[src/rtl/s_machine_alu_pkg.sv]
// Shared opcodes, FSM states and decode helpers for the
// sequential S-Machine ALU.
package s_machine_alu_pkg;

    localparam int OPC_MSB = 15;
    localparam int OPC_LSB = 12;

    localparam logic [3:0] OP_ADD  = 4'h4;
    localparam logic [3:0] OP_SUB  = 4'h5;
    localparam logic [3:0] OP_AND  = 4'h6;
    localparam logic [3:0] OP_OR   = 4'h7;
    localparam logic [3:0] OP_SHL1 = 4'h8;
    localparam logic [3:0] OP_SHR1 = 4'h9;
    localparam logic [3:0] OP_MUL  = 4'hA;
    localparam logic [3:0] OP_SHRV = 4'hB;

    typedef enum logic [1:0] {
        IDLE,
        EXEC,
        DONE
    } state_t;

    function automatic logic op_known(input logic [3:0] op);
        return (op >= OP_ADD) && (op <= OP_SHRV);
    endfunction

endpackage

[src/rtl/alu_seq_if.sv]
// Request/response handshake bundle between the register-read
// stage, the ALU and write-back.
interface alu_seq_if #(
    parameter int WIDTH = 16
);
    logic             in_valid;
    logic             in_ready;
    logic [15:0]      inst;
    logic [WIDTH-1:0] register_A_in;
    logic [WIDTH-1:0] register_B_in;
    logic             Z_in;
    logic             N_in;
    logic             C_in;
    logic             out_valid;
    logic             out_ready;
    logic [WIDTH-1:0] register_A_out;
    logic [WIDTH-1:0] register_B_out;
    logic             Z_out;
    logic             N_out;
    logic             C_out;
    logic             busy;

    modport master (
        output in_valid, inst, register_A_in, register_B_in,
        output Z_in, N_in, C_in, out_ready,
        input  in_ready, out_valid, register_A_out, register_B_out,
        input  Z_out, N_out, C_out, busy
    );

    modport slave (
        input  in_valid, inst, register_A_in, register_B_in,
        input  Z_in, N_in, C_in, out_ready,
        output in_ready, out_valid, register_A_out, register_B_out,
        output Z_out, N_out, C_out, busy
    );
endinterface

[src/rtl/alu_mul_iter.sv]
// Unsigned shift-add multiplier: one multiplier bit per cycle,
// WIDTH iterations after start; product holds until next start.
module alu_mul_iter #(
    parameter int WIDTH = 16
) (
    input  logic               clk,
    input  logic               rst_n,
    input  logic               start,
    input  logic [WIDTH-1:0]   a,
    input  logic [WIDTH-1:0]   b,
    output logic               last,
    output logic [2*WIDTH-1:0] product
);
    localparam int CW = $clog2(WIDTH);

    logic             run;
    logic [CW-1:0]    cnt;
    logic [WIDTH-1:0] mcand;
    logic [WIDTH:0]   sum;

    // low half starts as the multiplier and drains out as the product fills in
    assign sum = {1'b0, product[2*WIDTH-1:WIDTH]}
               + (product[0] ? {1'b0, mcand} : '0);
    assign last = run && (cnt == CW'(WIDTH - 1));

    always_ff @(posedge clk or negedge rst_n) begin
        if (!rst_n) begin
            product <= '0;
            mcand   <= '0;
            cnt     <= '0;
            run     <= 1'b0;
        end else if (start) begin
            product <= {{WIDTH{1'b0}}, b};
            mcand   <= a;
            cnt     <= '0;
            run     <= 1'b1;
        end else if (run) begin
            product <= {sum, product[WIDTH-1:1]};
            cnt     <= cnt + CW'(1);
            if (last) run <= 1'b0;
        end
    end

endmodule

[src/rtl/alu_seq.sv]
// Sequential ALU between register read and write-back: single-cycle
// ops plus iterative MUL and variable right shift.
module alu_seq #(
    parameter int WIDTH = 16
) (
    input  logic       clk,
    input  logic       rst_n,
    alu_seq_if.slave   bus
);
    import s_machine_alu_pkg::*;

    localparam int SHW = $clog2(WIDTH);

    state_t           state, state_n;
    logic [3:0]       opc, op_q;
    logic [WIDTH-1:0] res_a, b_q, a_res;
    logic             res_c, z_q, n_q;
    logic [SHW-1:0]   cnt, shamt;
    logic             accept, mul_start, mul_last, is_mul;
    logic [2*WIDTH-1:0] prod;
    logic [WIDTH:0]   add_sum, sub_dif;
    logic             unused_inst;

    assign opc         = bus.inst[OPC_MSB:OPC_LSB];
    assign unused_inst = ^bus.inst[OPC_LSB-1:0];
    assign shamt       = bus.register_B_in[SHW-1:0];
    assign accept      = bus.in_valid && (state == IDLE);
    assign mul_start   = accept && (opc == OP_MUL);
    assign is_mul      = (op_q == OP_MUL);
    assign add_sum = {1'b0, bus.register_A_in} + {1'b0, bus.register_B_in};
    assign sub_dif = {1'b0, bus.register_A_in} - {1'b0, bus.register_B_in};

    alu_mul_iter #(.WIDTH(WIDTH)) u_mul (
        .clk     (clk),
        .rst_n   (rst_n),
        .start   (mul_start),
        .a       (bus.register_A_in),
        .b       (bus.register_B_in),
        .last    (mul_last),
        .product (prod)
    );

    always_ff @(posedge clk or negedge rst_n) begin
        if (!rst_n) state <= IDLE;
        else        state <= state_n;
    end

    always_comb begin
        state_n = state;
        unique case (state)
            IDLE: if (bus.in_valid) begin
                if (opc == OP_MUL || (opc == OP_SHRV && shamt != '0))
                    state_n = EXEC;
                else
                    state_n = DONE;
            end
            EXEC: if (is_mul ? mul_last : (cnt == SHW'(1)))
                state_n = DONE;
            DONE: if (bus.out_ready) state_n = IDLE;
            default: state_n = IDLE;
        endcase
    end

    always_ff @(posedge clk or negedge rst_n) begin
        if (!rst_n) begin
            op_q  <= '0;
            b_q   <= '0;
            z_q   <= 1'b0;
            n_q   <= 1'b0;
            cnt   <= '0;
            res_a <= '0;
            res_c <= 1'b0;
        end else if (accept) begin
            op_q  <= opc;
            b_q   <= bus.register_B_in;
            z_q   <= bus.Z_in;
            n_q   <= bus.N_in;
            cnt   <= shamt;
            res_a <= bus.register_A_in;
            res_c <= bus.C_in;
            unique case (opc)
                OP_ADD: begin
                    res_a <= add_sum[WIDTH-1:0];
                    res_c <= add_sum[WIDTH];
                end
                OP_SUB: begin
                    res_a <= sub_dif[WIDTH-1:0];
                    res_c <= sub_dif[WIDTH];
                end
                OP_AND: res_a <= bus.register_A_in & bus.register_B_in;
                OP_OR:  res_a <= bus.register_A_in | bus.register_B_in;
                OP_SHL1: begin
                    res_a <= {bus.register_A_in[WIDTH-2:0], 1'b0};
                    res_c <= bus.register_A_in[WIDTH-1];
                end
                OP_SHR1: begin
                    res_a <= {1'b0, bus.register_A_in[WIDTH-1:1]};
                    res_c <= bus.register_A_in[0];
                end
                default: ;
            endcase
        end else if (state == EXEC && op_q == OP_SHRV) begin
            res_a <= {1'b0, res_a[WIDTH-1:1]};
            res_c <= res_a[0];
            cnt   <= cnt - SHW'(1);
        end
    end

    // results are only driven in DONE so reset zeroes them immediately
    always_comb begin
        a_res              = is_mul ? prod[WIDTH-1:0] : res_a;
        bus.in_ready       = (state == IDLE);
        bus.busy           = (state != IDLE);
        bus.out_valid      = (state == DONE);
        bus.register_A_out = '0;
        bus.register_B_out = '0;
        bus.Z_out          = 1'b0;
        bus.N_out          = 1'b0;
        bus.C_out          = 1'b0;
        if (state == DONE) begin
            bus.register_A_out = a_res;
            bus.register_B_out = is_mul ? prod[2*WIDTH-1:WIDTH] : b_q;
            bus.C_out = is_mul ? |prod[2*WIDTH-1:WIDTH] : res_c;
            bus.Z_out = op_known(op_q) ? (a_res == '0) : z_q;
            bus.N_out = op_known(op_q) ? a_res[WIDTH-1] : n_q;
        end
    end

endmodule

[src/flat_wrapper.sv]
// flat-port wrapper written by rule: the top's interface ports become plain ports
module alu_seq_flat import s_machine_alu_pkg::*;
#(
    parameter int WIDTH = 16
)
  (clk, rst_n, bus_in_valid, bus_inst, bus_register_A_in, bus_register_B_in, bus_Z_in, bus_N_in, bus_C_in, bus_out_ready, bus_in_ready, bus_out_valid, bus_register_A_out, bus_register_B_out, bus_Z_out, bus_N_out, bus_C_out, bus_busy);
  alu_seq_if #(.WIDTH(WIDTH)) bus_i ();
  input  logic clk;
  input  logic rst_n;
  input wire logic [$bits(bus_i.in_valid)-1:0] bus_in_valid;
  input wire logic [$bits(bus_i.inst)-1:0] bus_inst;
  input wire logic [$bits(bus_i.register_A_in)-1:0] bus_register_A_in;
  input wire logic [$bits(bus_i.register_B_in)-1:0] bus_register_B_in;
  input wire logic [$bits(bus_i.Z_in)-1:0] bus_Z_in;
  input wire logic [$bits(bus_i.N_in)-1:0] bus_N_in;
  input wire logic [$bits(bus_i.C_in)-1:0] bus_C_in;
  input wire logic [$bits(bus_i.out_ready)-1:0] bus_out_ready;
  output wire logic [$bits(bus_i.in_ready)-1:0] bus_in_ready;
  output wire logic [$bits(bus_i.out_valid)-1:0] bus_out_valid;
  output wire logic [$bits(bus_i.register_A_out)-1:0] bus_register_A_out;
  output wire logic [$bits(bus_i.register_B_out)-1:0] bus_register_B_out;
  output wire logic [$bits(bus_i.Z_out)-1:0] bus_Z_out;
  output wire logic [$bits(bus_i.N_out)-1:0] bus_N_out;
  output wire logic [$bits(bus_i.C_out)-1:0] bus_C_out;
  output wire logic [$bits(bus_i.busy)-1:0] bus_busy;
  assign bus_i.in_valid = bus_in_valid;
  assign bus_i.inst = bus_inst;
  assign bus_i.register_A_in = bus_register_A_in;
  assign bus_i.register_B_in = bus_register_B_in;
  assign bus_i.Z_in = bus_Z_in;
  assign bus_i.N_in = bus_N_in;
  assign bus_i.C_in = bus_C_in;
  assign bus_i.out_ready = bus_out_ready;
  assign bus_in_ready = bus_i.in_ready;
  assign bus_out_valid = bus_i.out_valid;
  assign bus_register_A_out = bus_i.register_A_out;
  assign bus_register_B_out = bus_i.register_B_out;
  assign bus_Z_out = bus_i.Z_out;
  assign bus_N_out = bus_i.N_out;
  assign bus_C_out = bus_i.C_out;
  assign bus_busy = bus_i.busy;
  alu_seq #(.WIDTH(WIDTH)) u_core (.clk(clk), .rst_n(rst_n), .bus(bus_i));
endmodule
[config.mk]
export PLATFORM = sky130hd
export DESIGN_NAME = alu_seq_flat
export DESIGN_NICKNAME = d
export VERILOG_FILES = /design/src/rtl/s_machine_alu_pkg.sv /design/src/rtl/alu_seq_if.sv /design/src/rtl/alu_mul_iter.sv /design/src/rtl/alu_seq.sv /design/src/flat_wrapper.sv
export SDC_FILE = /design/constraint.sdc
export NUM_CORES = 1
export LEC_CHECK = 0
export ABC_CLOCK_PERIOD_IN_PS = 4200
export CAP_MARGIN = 0
export CELL_PAD_IN_SITES_DETAIL_PLACEMENT = 1
export CELL_PAD_IN_SITES_GLOBAL_PLACEMENT = 1
export CORE_MARGIN = 2
export CORE_UTILIZATION = 43
export DETAILED_ROUTE_END_ITERATION = 10
export GPL_TIMING_DRIVEN = 1
export HOLD_SLACK_MARGIN = 0.06
export PLACE_DENSITY_LB_ADDON = 0.1
export SYNTH_ARGS = -nofsm -noshare
export SYNTH_HDL_FRONTEND = slang
export SYNTH_SLANG_ARGS = --single-unit
[constraint.sdc]
create_clock -name clk -period 4.2 [get_ports clk]
set_input_delay 0.84 -clock clk [delete_from_list [all_inputs] [get_ports clk]]
set_output_delay 0.84 -clock clk [all_outputs]
set_load 0.005 [all_outputs]
==> run summary <==
async set-reset flop share out of synthesis -> 100%
Top Ports -> 93
first-pass iteration count of the detailed router -> 5
CTS H-tree depth -> 3
Die H -> 143 µm
Fin. Hold Viols -> 0
Leak Pwr -> 4.33 nW
Slew Limit Fails -> 0
warnings from Yosys -> 0
syn nets -> 1184
CTS clk-pin slew, worst paths -> 80 ps
critical path required time -> 3360 ps
GRT Resource Usage Total -> 31.9%
register bit total from synthesis -> 98
hold_buf cts -> 0
Tcrit/Tclk final -> 89.0%
# diodes -> 0
die width -> 143 µm
DR vias -> 8402
Detail Route Antenna Nets -> 0
port bufs -> 80
worst flop-to-flop path endpoint -> u_core.u_mul.product[25]$_DFFE_PN0P_
Finished Core Util -> 52.2%
total CTS buffers -> 9
hold path cells -> 2
RePlAce Congestion -> 0.937
P&R area growth vs syn -> 18.5%
Fmax -> 0.268 GHz
Avg Inst Size Synth -> 7.85 µm²
fin cells -> 1366
CP endpoint kind -> output port
Cells after Synth -> 1054
# DRC -> 0
initial antenna violation count -> 0
pre-CTS WS -> 213 ps
post-synth top area share -> 29.6%
post-synthesis sequential area ratio -> 29.6%
VDD IR max -> 232 µV
vias in the first global route -> 8255
cell row count -> 50
crit path launch type -> flop
Resize count post-CTS -> 0
core area -> 0.0188 mm²
worst reg2reg path startpoint -> u_core.u_mul.product[0]$_DFFE_PN0P_
largest net degree at the start of global routing -> 49
vias per cell -> 6.15
Clock Path Buffers -> 2
area leader, netlist -> dfrtp_1
Initial Utilization -> 44.1%
crit path kind -> reg2out
final worst slack -> 464 ps
die area -> 0.0204 mm²
layout cell share with drive strength beyond 1 -> 7.86%
Worst Reg-to-Reg Cells -> 10
Worst Hold Path EP -> u_core.u_mul.mcand[3]$_DFFE_PN0P_
max_cap viols -> 0
Reg2Reg Setup Slack -> 720 ps
min-delay worst type -> reg2reg
hold path start -> u_core.u_mul.mcand[3]$_DFFE_PN0P_
# nets final -> 1257
Crit path arrival time -> 2900 ps
WL/cell -> 23.5 µm
Synth area leaders -> dfrtp_1 30%, ha_1 11%, nand2_1 8.1%
outcome -> completed
DP Wirelength -> 24200 µm
Synth top cells by count -> 179 x nand2_1, 98 x dfrtp_1, 92 x o21ai_0
clk_skew -> 16.2 ps
ys flop type -> dfrtp_1
Iteration-0 DRC Markers -> 810
placed insts -> 1350
TritonCTS Sinks -> 98
CTS tree -> built
Slew headroom -> 35.7%
Post-synth EDFFs -> 0
CP Max Fanout -> 34
fillers -> 2314
Final min period -> 3740 ps
most common cell in the netlist -> nand2_1
Synth cell types -> 76
WHS -> 480 ps
sum of negative setup slack -> 0 ps
Root Buffer Master -> clkbuf_16
clk_lat worst skew -> 380 ps
Remaining Overflow, GRT -> 0
Setup Viol. Count Final -> 0
final WL -> 32000 µm
total setup buffers inserted after CTS -> 0
pwr/cell area -> 594 mW/mm²
synthesized cell area -> 0.00827 mm²
slew at the pin with the worst max-slew slack -> 964 ps
RSZ-0062 raised after global routing -> false
first-pass GRT wire length -> 49000 µm
-- flip-flops by register name, indices dropped and copies added (netlist names) --
register / flops
u_core.state: 2
u_core.u_mul.product: 32
u_core.u_mul.run: 1
u_core.op_q: 4
u_core.res_a: 16
u_core.u_mul.mcand: 16
u_core.cnt: 4
u_core.z_q: 1
u_core.u_mul.cnt: 4
u_core.n_q: 1
u_core.b_q: 16
u_core.res_c: 1
-- through the flow --
step / power [mW] / cell area, µm²
global placement: 4.74 / 9480
CTS: 5.80 / 9800
finish: 5.82 / 9800
floorplan: 3.65 / 8270
detailed placement: 4.85 / 9480
global route: 6.25 / 9800
-- where the power goes --
part           internal (mW)  switching (mW)  leakage, nW
clock network          0.479           0.444        0.155
logic                   1.34            1.65         2.99
registers               1.41           0.498         1.18
-- cell type report --
type | instances | area [µm²] | share of cell area, %
repair buffers | 129 | 1170 | 12.0
clock buffers | 9 | 225 | 2.30
inverters | 57 | 214 | 2.18
multi-input cells | 832 | 5350 | 54.6
clock inverters | 7 | 92.6 | 0.945
well taps | 234 | 293 | 2.99
flip-flops and latches | 98 | 2450 | 25.0
-- critical path, stage by stage (launching register included) --
cell             delay, ps
dfrtp_1                340
inv_1                   50
ha_1                   230
nand2_1                110
or2_2                  640
nor2_1                 240
nor3_1                 330
clkdlybuf4s50_1        570
-- cell usage in the layout, fill, tap and decap left out, types with 22 or more instances in the layout --
master           synthesis  layout
nand2_1                179     178
dfrtp_1                 98      97
o21ai_0                 92      92
a21oi_1                 88      88
clkdlybuf4s50_1          0      78
ha_1                    72      72
nor2_1                  67      66
inv_1                   54      54
buf_4                    1      49
mux2i_1                 36      36
and2_1                  22      22
-- cells by family (layout without fill, tap and decap cells) --
logic type | Yosys count | count (layout) | synth area share, %
AO/OA/AOI/OAI | 321 | 321 | 24.9
flip-flops | 98 | 98 | 29.6
multiplexers | 37 | 37 | 4.49
adder cells (fa/ha/maj) | 75 | 75 | 11.6
XOR/XNOR | 25 | 25 | 2.65
buffers and inverters | 124 | 202 | 5.78
AND/OR/NAND/NOR | 374 | 374 | 20.9
-- worst max-delay path by stage --
stage / startpoint / slack [ps] / end
after floorplan: u_core.u_mul.product[0]$_DFFE_PN0P_ / 1270 / u_core.u_mul.product[25]$_DFFE_PN0P_
after global placement: bus_register_A_in[13] / 340 / u_core.res_a[15]$_DFFE_PN0P_
after detailed placement: bus_register_A_in[13] / 210 / u_core.res_a[15]$_DFFE_PN0P_
after CTS: u_core.op_q[2]$_DFFE_PN0P_ / 470 / bus_C_out
after global routing: u_core.op_q[2]$_DFFE_PN0P_ / 330 / bus_C_out
final: u_core.op_q[2]$_DFFE_PN0P_ / 460 / bus_C_out
-- metal layers --
layer	vias up	global-route usage, %	part of all wire, %
met1	4182	47.5	47
met3	40	4.56	6.8
met5	-	0	0
met4	0	9.95	2.4
met2	287	47.7	43
li1	3893	-	-
No activity file was read; power rests on OpenSTA's default activity.
